`config.mk`:
```
export PLATFORM = sky130hd
export DESIGN_NAME = ast_channel_mux
export DESIGN_NICKNAME = d
export VERILOG_FILES = /design/src/rtl/ast_channel_mux.sv
export SDC_FILE = /design/constraint.sdc
export NUM_CORES = 1
export LEC_CHECK = 0
export ABC_AREA = 1
export CORE_UTILIZATION = 40
export CTS_BUF_LIST = sky130_fd_sc_hd__clkbuf_2
export CTS_CLUSTER_DIAMETER = 40
export DETAILED_ROUTE_END_ITERATION = 12
export HOLD_SLACK_MARGIN = 0.02
export PLACE_DENSITY_LB_ADDON = 0.08
export SYNTH_ARGS = -nofsm -noshare
export SYNTH_HDL_FRONTEND = slang
export SYNTH_SLANG_ARGS = --single-unit
```
`constraint.sdc`:
```
create_clock -name clk -period 1.9 [get_ports clk]
set_input_delay 0.57 -clock clk [delete_from_list [all_inputs] [get_ports clk]]
set_output_delay 0.57 -clock clk [all_outputs]
set_load 0.05 [all_outputs]
```
`src/rtl/ast_channel_mux.sv`:
```
// Avalon-ST channel selector with glitch-free mute on switch and a two-stage
// shift/requantise datapath that saturates or wraps and counts overflows.
`timescale 1ns/1ps
module ast_channel_mux #(
  parameter  int N_CH       = 4,
  parameter  int IN_W       = 31,
  parameter  int OUT_W      = 12,
  parameter  int SHIFT      = 18,
  parameter  int SAT_EN     = 1,
  parameter  int MUTE_BEATS = 4,
  localparam int SEL_W      = $clog2(N_CH)
) (
  input  logic                 clk,
  input  logic                 reset_n,
  input  logic [N_CH*IN_W-1:0] ast_sink_data,
  input  logic [N_CH-1:0]      ast_sink_valid,
  input  logic [2*N_CH-1:0]    ast_sink_error,
  input  logic [SEL_W-1:0]     sel,
  input  logic                 clr_stats,
  output logic [OUT_W-1:0]     ast_source_data,
  output logic                 ast_source_valid,
  output logic [1:0]           ast_source_error,
  output logic [SEL_W-1:0]     active_sel,
  output logic                 muting,
  output logic [15:0]          sat_count
);

  typedef enum logic {RUN = 1'b0, MUTE = 1'b1} state_t;

  localparam logic [SEL_W:0]   N_CH_L    = (SEL_W+1)'(N_CH);
  localparam logic [7:0]       MUTE_INIT = 8'(MUTE_BEATS);
  localparam logic [OUT_W-1:0] MAX_L     = {1'b0, {(OUT_W-1){1'b1}}};
  localparam logic [OUT_W-1:0] MIN_L     = {1'b1, {(OUT_W-1){1'b0}}};

  state_t                 state_r;
  logic [7:0]             mute_cnt_r;
  logic [SEL_W-1:0]       active_sel_r;
  logic                   muting_r;

  logic [IN_W-1:0]        sel_data_s;
  logic [1:0]             sel_err_s;
  logic                   sel_valid_s;
  logic signed [IN_W-1:0] shifted_s;
  logic                   switch_req_s;
  logic                   accept_s;

  logic                   s1_valid_r;
  logic signed [IN_W-1:0] s1_data_r;
  logic [1:0]             s1_err_r;
  logic                   s1_mute_r;

  logic [OUT_W-1:0]       out_s;
  logic                   ovf_s;

  logic [OUT_W-1:0]       src_data_r;
  logic                   src_valid_r;
  logic [1:0]             src_err_r;
  logic [15:0]            sat_count_r;

  // In range only when every bit above the output sign bit matches it.
  function automatic logic is_ovf(input logic signed [IN_W-1:0] v);
    logic [IN_W-OUT_W:0] upper;
    upper = v[IN_W-1:OUT_W-1];
    return !((&upper) || (~|upper));
  endfunction

  function automatic logic [OUT_W-1:0] requant(input logic signed [IN_W-1:0] v);
    logic [OUT_W-1:0] res;
    if (is_ovf(v) && (SAT_EN != 0)) begin
      res = v[IN_W-1] ? MIN_L : MAX_L;
    end else begin
      res = v[OUT_W-1:0];
    end
    return res;
  endfunction

  // Route the currently active channel onto the capture stage.
  always_comb begin
    sel_data_s  = '0;
    sel_err_s   = 2'b00;
    sel_valid_s = 1'b0;
    for (int k = 0; k < N_CH; k++) begin
      sel_data_s  = (active_sel_r == SEL_W'(k)) ? ast_sink_data[k*IN_W +: IN_W] : sel_data_s;
      sel_err_s   = (active_sel_r == SEL_W'(k)) ? ast_sink_error[2*k +: 2]      : sel_err_s;
      sel_valid_s = (active_sel_r == SEL_W'(k)) ? ast_sink_valid[k]             : sel_valid_s;
    end
    shifted_s    = $signed(sel_data_s) >>> SHIFT;
    accept_s     = sel_valid_s;
    switch_req_s = (sel != active_sel_r) && ({1'b0, sel} < N_CH_L);
  end

  // Channel switch / mute FSM; a switch always wins over mute countdown.
  always_ff @(posedge clk or negedge reset_n) begin
    if (!reset_n) begin
      state_r      <= MUTE;
      mute_cnt_r   <= MUTE_INIT;
      active_sel_r <= '0;
      muting_r     <= 1'b1;
    end else if (switch_req_s) begin
      state_r      <= MUTE;
      mute_cnt_r   <= MUTE_INIT;
      active_sel_r <= sel;
      muting_r     <= 1'b1;
    end else if (accept_s && (state_r == MUTE)) begin
      mute_cnt_r <= mute_cnt_r - 8'd1;
      if (mute_cnt_r == 8'd1) begin
        state_r  <= RUN;
        muting_r <= 1'b0;
      end
    end
  end

  // Stage 2 selection: muted or errored beats carry zero and never count.
  always_comb begin
    out_s = '0;
    ovf_s = 1'b0;
    if (s1_mute_r || (s1_err_r != 2'b00)) begin
      out_s = '0;
      ovf_s = 1'b0;
    end else begin
      out_s = requant(s1_data_r);
      ovf_s = is_ovf(s1_data_r);
    end
  end

  // Capture/shift stage followed by the registered source outputs.
  always_ff @(posedge clk or negedge reset_n) begin
    if (!reset_n) begin
      s1_valid_r  <= 1'b0;
      s1_data_r   <= '0;
      s1_err_r    <= 2'b00;
      s1_mute_r   <= 1'b0;
      src_valid_r <= 1'b0;
      src_data_r  <= '0;
      src_err_r   <= 2'b00;
      sat_count_r <= 16'h0000;
    end else begin
      s1_valid_r <= accept_s;
      if (accept_s) begin
        s1_data_r <= shifted_s;
        s1_err_r  <= sel_err_s;
        s1_mute_r <= (state_r == MUTE) || switch_req_s;
      end
      src_valid_r <= s1_valid_r;
      src_data_r  <= s1_valid_r ? out_s : '0;
      src_err_r   <= s1_valid_r ? s1_err_r : 2'b00;
      if (clr_stats) begin
        sat_count_r <= 16'h0000;
      end else if (s1_valid_r && ovf_s && (sat_count_r != 16'hFFFF)) begin
        sat_count_r <= sat_count_r + 16'd1;
      end
    end
  end

  assign ast_source_data  = src_data_r;
  assign ast_source_valid = src_valid_r;
  assign ast_source_error = src_err_r;
  assign active_sel       = active_sel_r;
  assign muting           = muting_r;
  assign sat_count        = sat_count_r;

endmodule
```
==> out/metrics.cfg <==
[min_path]
min_to = ast_source_valid
hp-start = s1_valid_r
hold_class = flip-flop to flip-flop
hold_depth = 0

[cells_and_area]
final_cell_mix = 172 x nand2_1, 67 x clkdlybuf4s50_1, 57 x dfrtp_1, 36 x inv_1, 32 x buf_4
final_common_cell = nand2_1
drive_above_1_share = 0.151
diodes = 0
final_core_util = 0.608
fin_area_um2 = 4720
synthToLayoutAreaGrowth_pct = 46.4
finalNetCount = 692

[timing]
finalWorstSetupSlack_ns = 0.126
report.final.slew_viol_count = 0
rsz0062_at_grt = false
fin_crit_sh = 0.934
maxSlewHeadroom = 0.713
finalHoldViolCount = 0
final-setup-viol-count = 0
fmax_ghz = 0.564
tns_ns = 0
fin_crit_ns = 1.77
clock_skew_ns = 0.0269
timing.hold.ws_ns = 0.463
tightestPinTransition_ns = 0.428

[power_and_ir_drop]
vdd_drop_max_v = 0.000344
seqPwrFrac = 0.484
switching_share = 0.325
net-switching-power_uw = 963
power.internal_mw = 2.00
pwr-share-clk = 0.244
combPwrFrac = 0.272
powerDensity_nw_per_um2 = 627
p_leak_nw = 2.28

[critical_path]
critPathSlowestCell = dfrtp_1
r2r_start = sat_count[0]
arrival_ns = 1.20
critPathMaxFanout = 5
critPathLaunchType = flip-flop
endpoint_kind = output pin
regToRegEndpoint = sat_count[14]
r2r_cells = 9
cp_cell_sequence = buf_4 > buf_12
crit_required_ns = 1.33
rrSetupSlack_ns = 0.19
cp_slowest_stage_delay_ns = 0.44
worst-setup-path-type = flip-flop to output pin

[synth]
ys_ff_latch = 59
postSynthAreaPerCell_um2 = 7.55
synth_area_um2 = 3220
synth_cells = 427
synth-edff-count = 0
synth_cell_types = 32
synth_nets = 573
yosysWarnings = 0
async_flop_share = 1.00
synth_ff_type = dfrtp_1
yosysSeqAreaShare = 0.459

[placed_design]
globalplace.congestion = 0.872
place_area_um2 = 4610
dp.final_hpwl_um = 6460
dpl_worst_slack_ns = 0.00456
io_buffers = 102

[drt]
wirelength_um = 8820
wl_per_cell_um = 13.5
dr.pass1.iters = 4
drcViolationCount = 0
route.vias.total = 3203
vias_per_cell = 4.91
drt_first_iter_violations = 121
final_antenna_net_count = 0

[status]
status = completed

[clock_tree]
cts-resized-gates = 0
insertion_delay_ns = 0.45
postCtsSetupBuffers = 0
holdBufCountCts = 1
cts_buffers = 9
htree_levels = 3
path_clk_slew_ns = 0.18
cts_tree = yes
cts_root_buffer = clkbuf_2
numClockSinks = 59
clockBufferDepth = 2

[grt]
grt_pass1_vias = 3198
grt_remaining_overflow = 0
grt_pass1_wl_um = 15000
antenna_found_initial = 0
grt_max_degree = 52
grt_usage = 0.226

[die]
die_h_um = 91.8
start_util = 0.415
row_count = 32
die_width_um = 91.8
io_pins = 175
die_area_um2 = 8420
core_um2 = 7770

[job]
drv_cap = 0

state kept, by name (all words and copies together) (netlist names), 2 cells and up:
signal,count
sat_count,16
s1_data_r,13
ast_source_data,12
mute_cnt_r,8
active_sel,2
ast_source_error,2
s1_err_r,2
synthesized netlist by cell type (2+ instances only):
master    count  area (um^2)
inv_2         3         11.3
clkbuf_1      7         26.3
ha_1          5         62.6
dfstp_2       2         52.6
nand3_1      15         75.1
o21bai_1      3         22.5
a21oi_1      11         55.1
buf_2         5         25.0
or2_2         2         12.5
dfrtp_1      57         1430
o21ai_1       7         35.0
nand3b_1      3         22.5
nand2_2       3         18.8
nand2_1     172          646
nor2_1       28          105
inv_1        36          135
o21ai_0      12         60.1
xnor2_1       3         26.3
nor2_4        3         33.8
nand4_1      30          188
xor2_1        9         78.8
layer usage:
layer	share of wire	global-route usage	up-vias
li1	-	-	1607
met1	0.48	0.304	1507
met2	0.46	0.375	80
met3	0.049	0.0373	9
met4	0.0099	0.0690	0
met5	0	0	-
worst max-delay path by stage:
stage	start	end	slack, ns	cells past startpoint
2_1_floorplan	sat_count[0]	sat_count[13]	0.02	10
3_3_place_gp	ast_sink_valid[2]	mute_cnt_r[3]	0.04	10
3_5_place_dp	sel[1]	mute_cnt_r[2]	0.005	8
4_1_cts	sat_count[9]	sat_count[9]	0.09	2
5_1_grt	sat_count[0]	sat_count[10]	0.06	9
6_report	sat_count[9]	sat_count[9]	0.13	2
worst max-delay path: cells and delay by family (launching register included):
family	cells	cell delay, ns
buf+inv	2	0.31
flops	1	0.44
layout make-up:
type / count / area, um^2
Tap cell: 102 / 128
Inverter: 39 / 146
Timing Repair Buffer: 122 / 1350
Multi-Input combinational cell: 315 / 1530
Fill cell: 741 / 3050
Sequential cell: 59 / 1480
Clock inverter: 5 / 45.0
Clock buffer: 10 / 50.0
per-stage QoR:
| stage | std cells | total power, mW |
|---|---|---|
| final | 652 | 2.96 |
| after CTS | 652 | 2.98 |
| after floorplan | 427 | 1.89 |
| after detailed placement | 636 | 2.26 |
| after global placement | 636 | 2.24 |
| after global routing | 652 | 3.13 |
power groups by stage:
stage               logic, mW  clock network (mW)  registers, mW
detailed placement      0.805                   0           1.46
floorplan               0.343                   0           1.55
finish                  0.806               0.722           1.43
global placement        0.790                   0           1.45
CTS                     0.813               0.737           1.43
global route            0.890               0.799           1.44
kinds of logic (layout without fill, tap and decap cells):
family,Yosys count,count (layout),share of synthesized area
and+or+nand+nor,263,263,0.363
DFF,59,59,0.459
buffers and inverters,53,176,0.0683
AOI/OAI and AO/OA,35,35,0.0578
xor gates and xnor gates,12,12,0.0326
adders and majority gates,5,5,0.0194
Note: power is estimated with default switching activity, not from simulation.
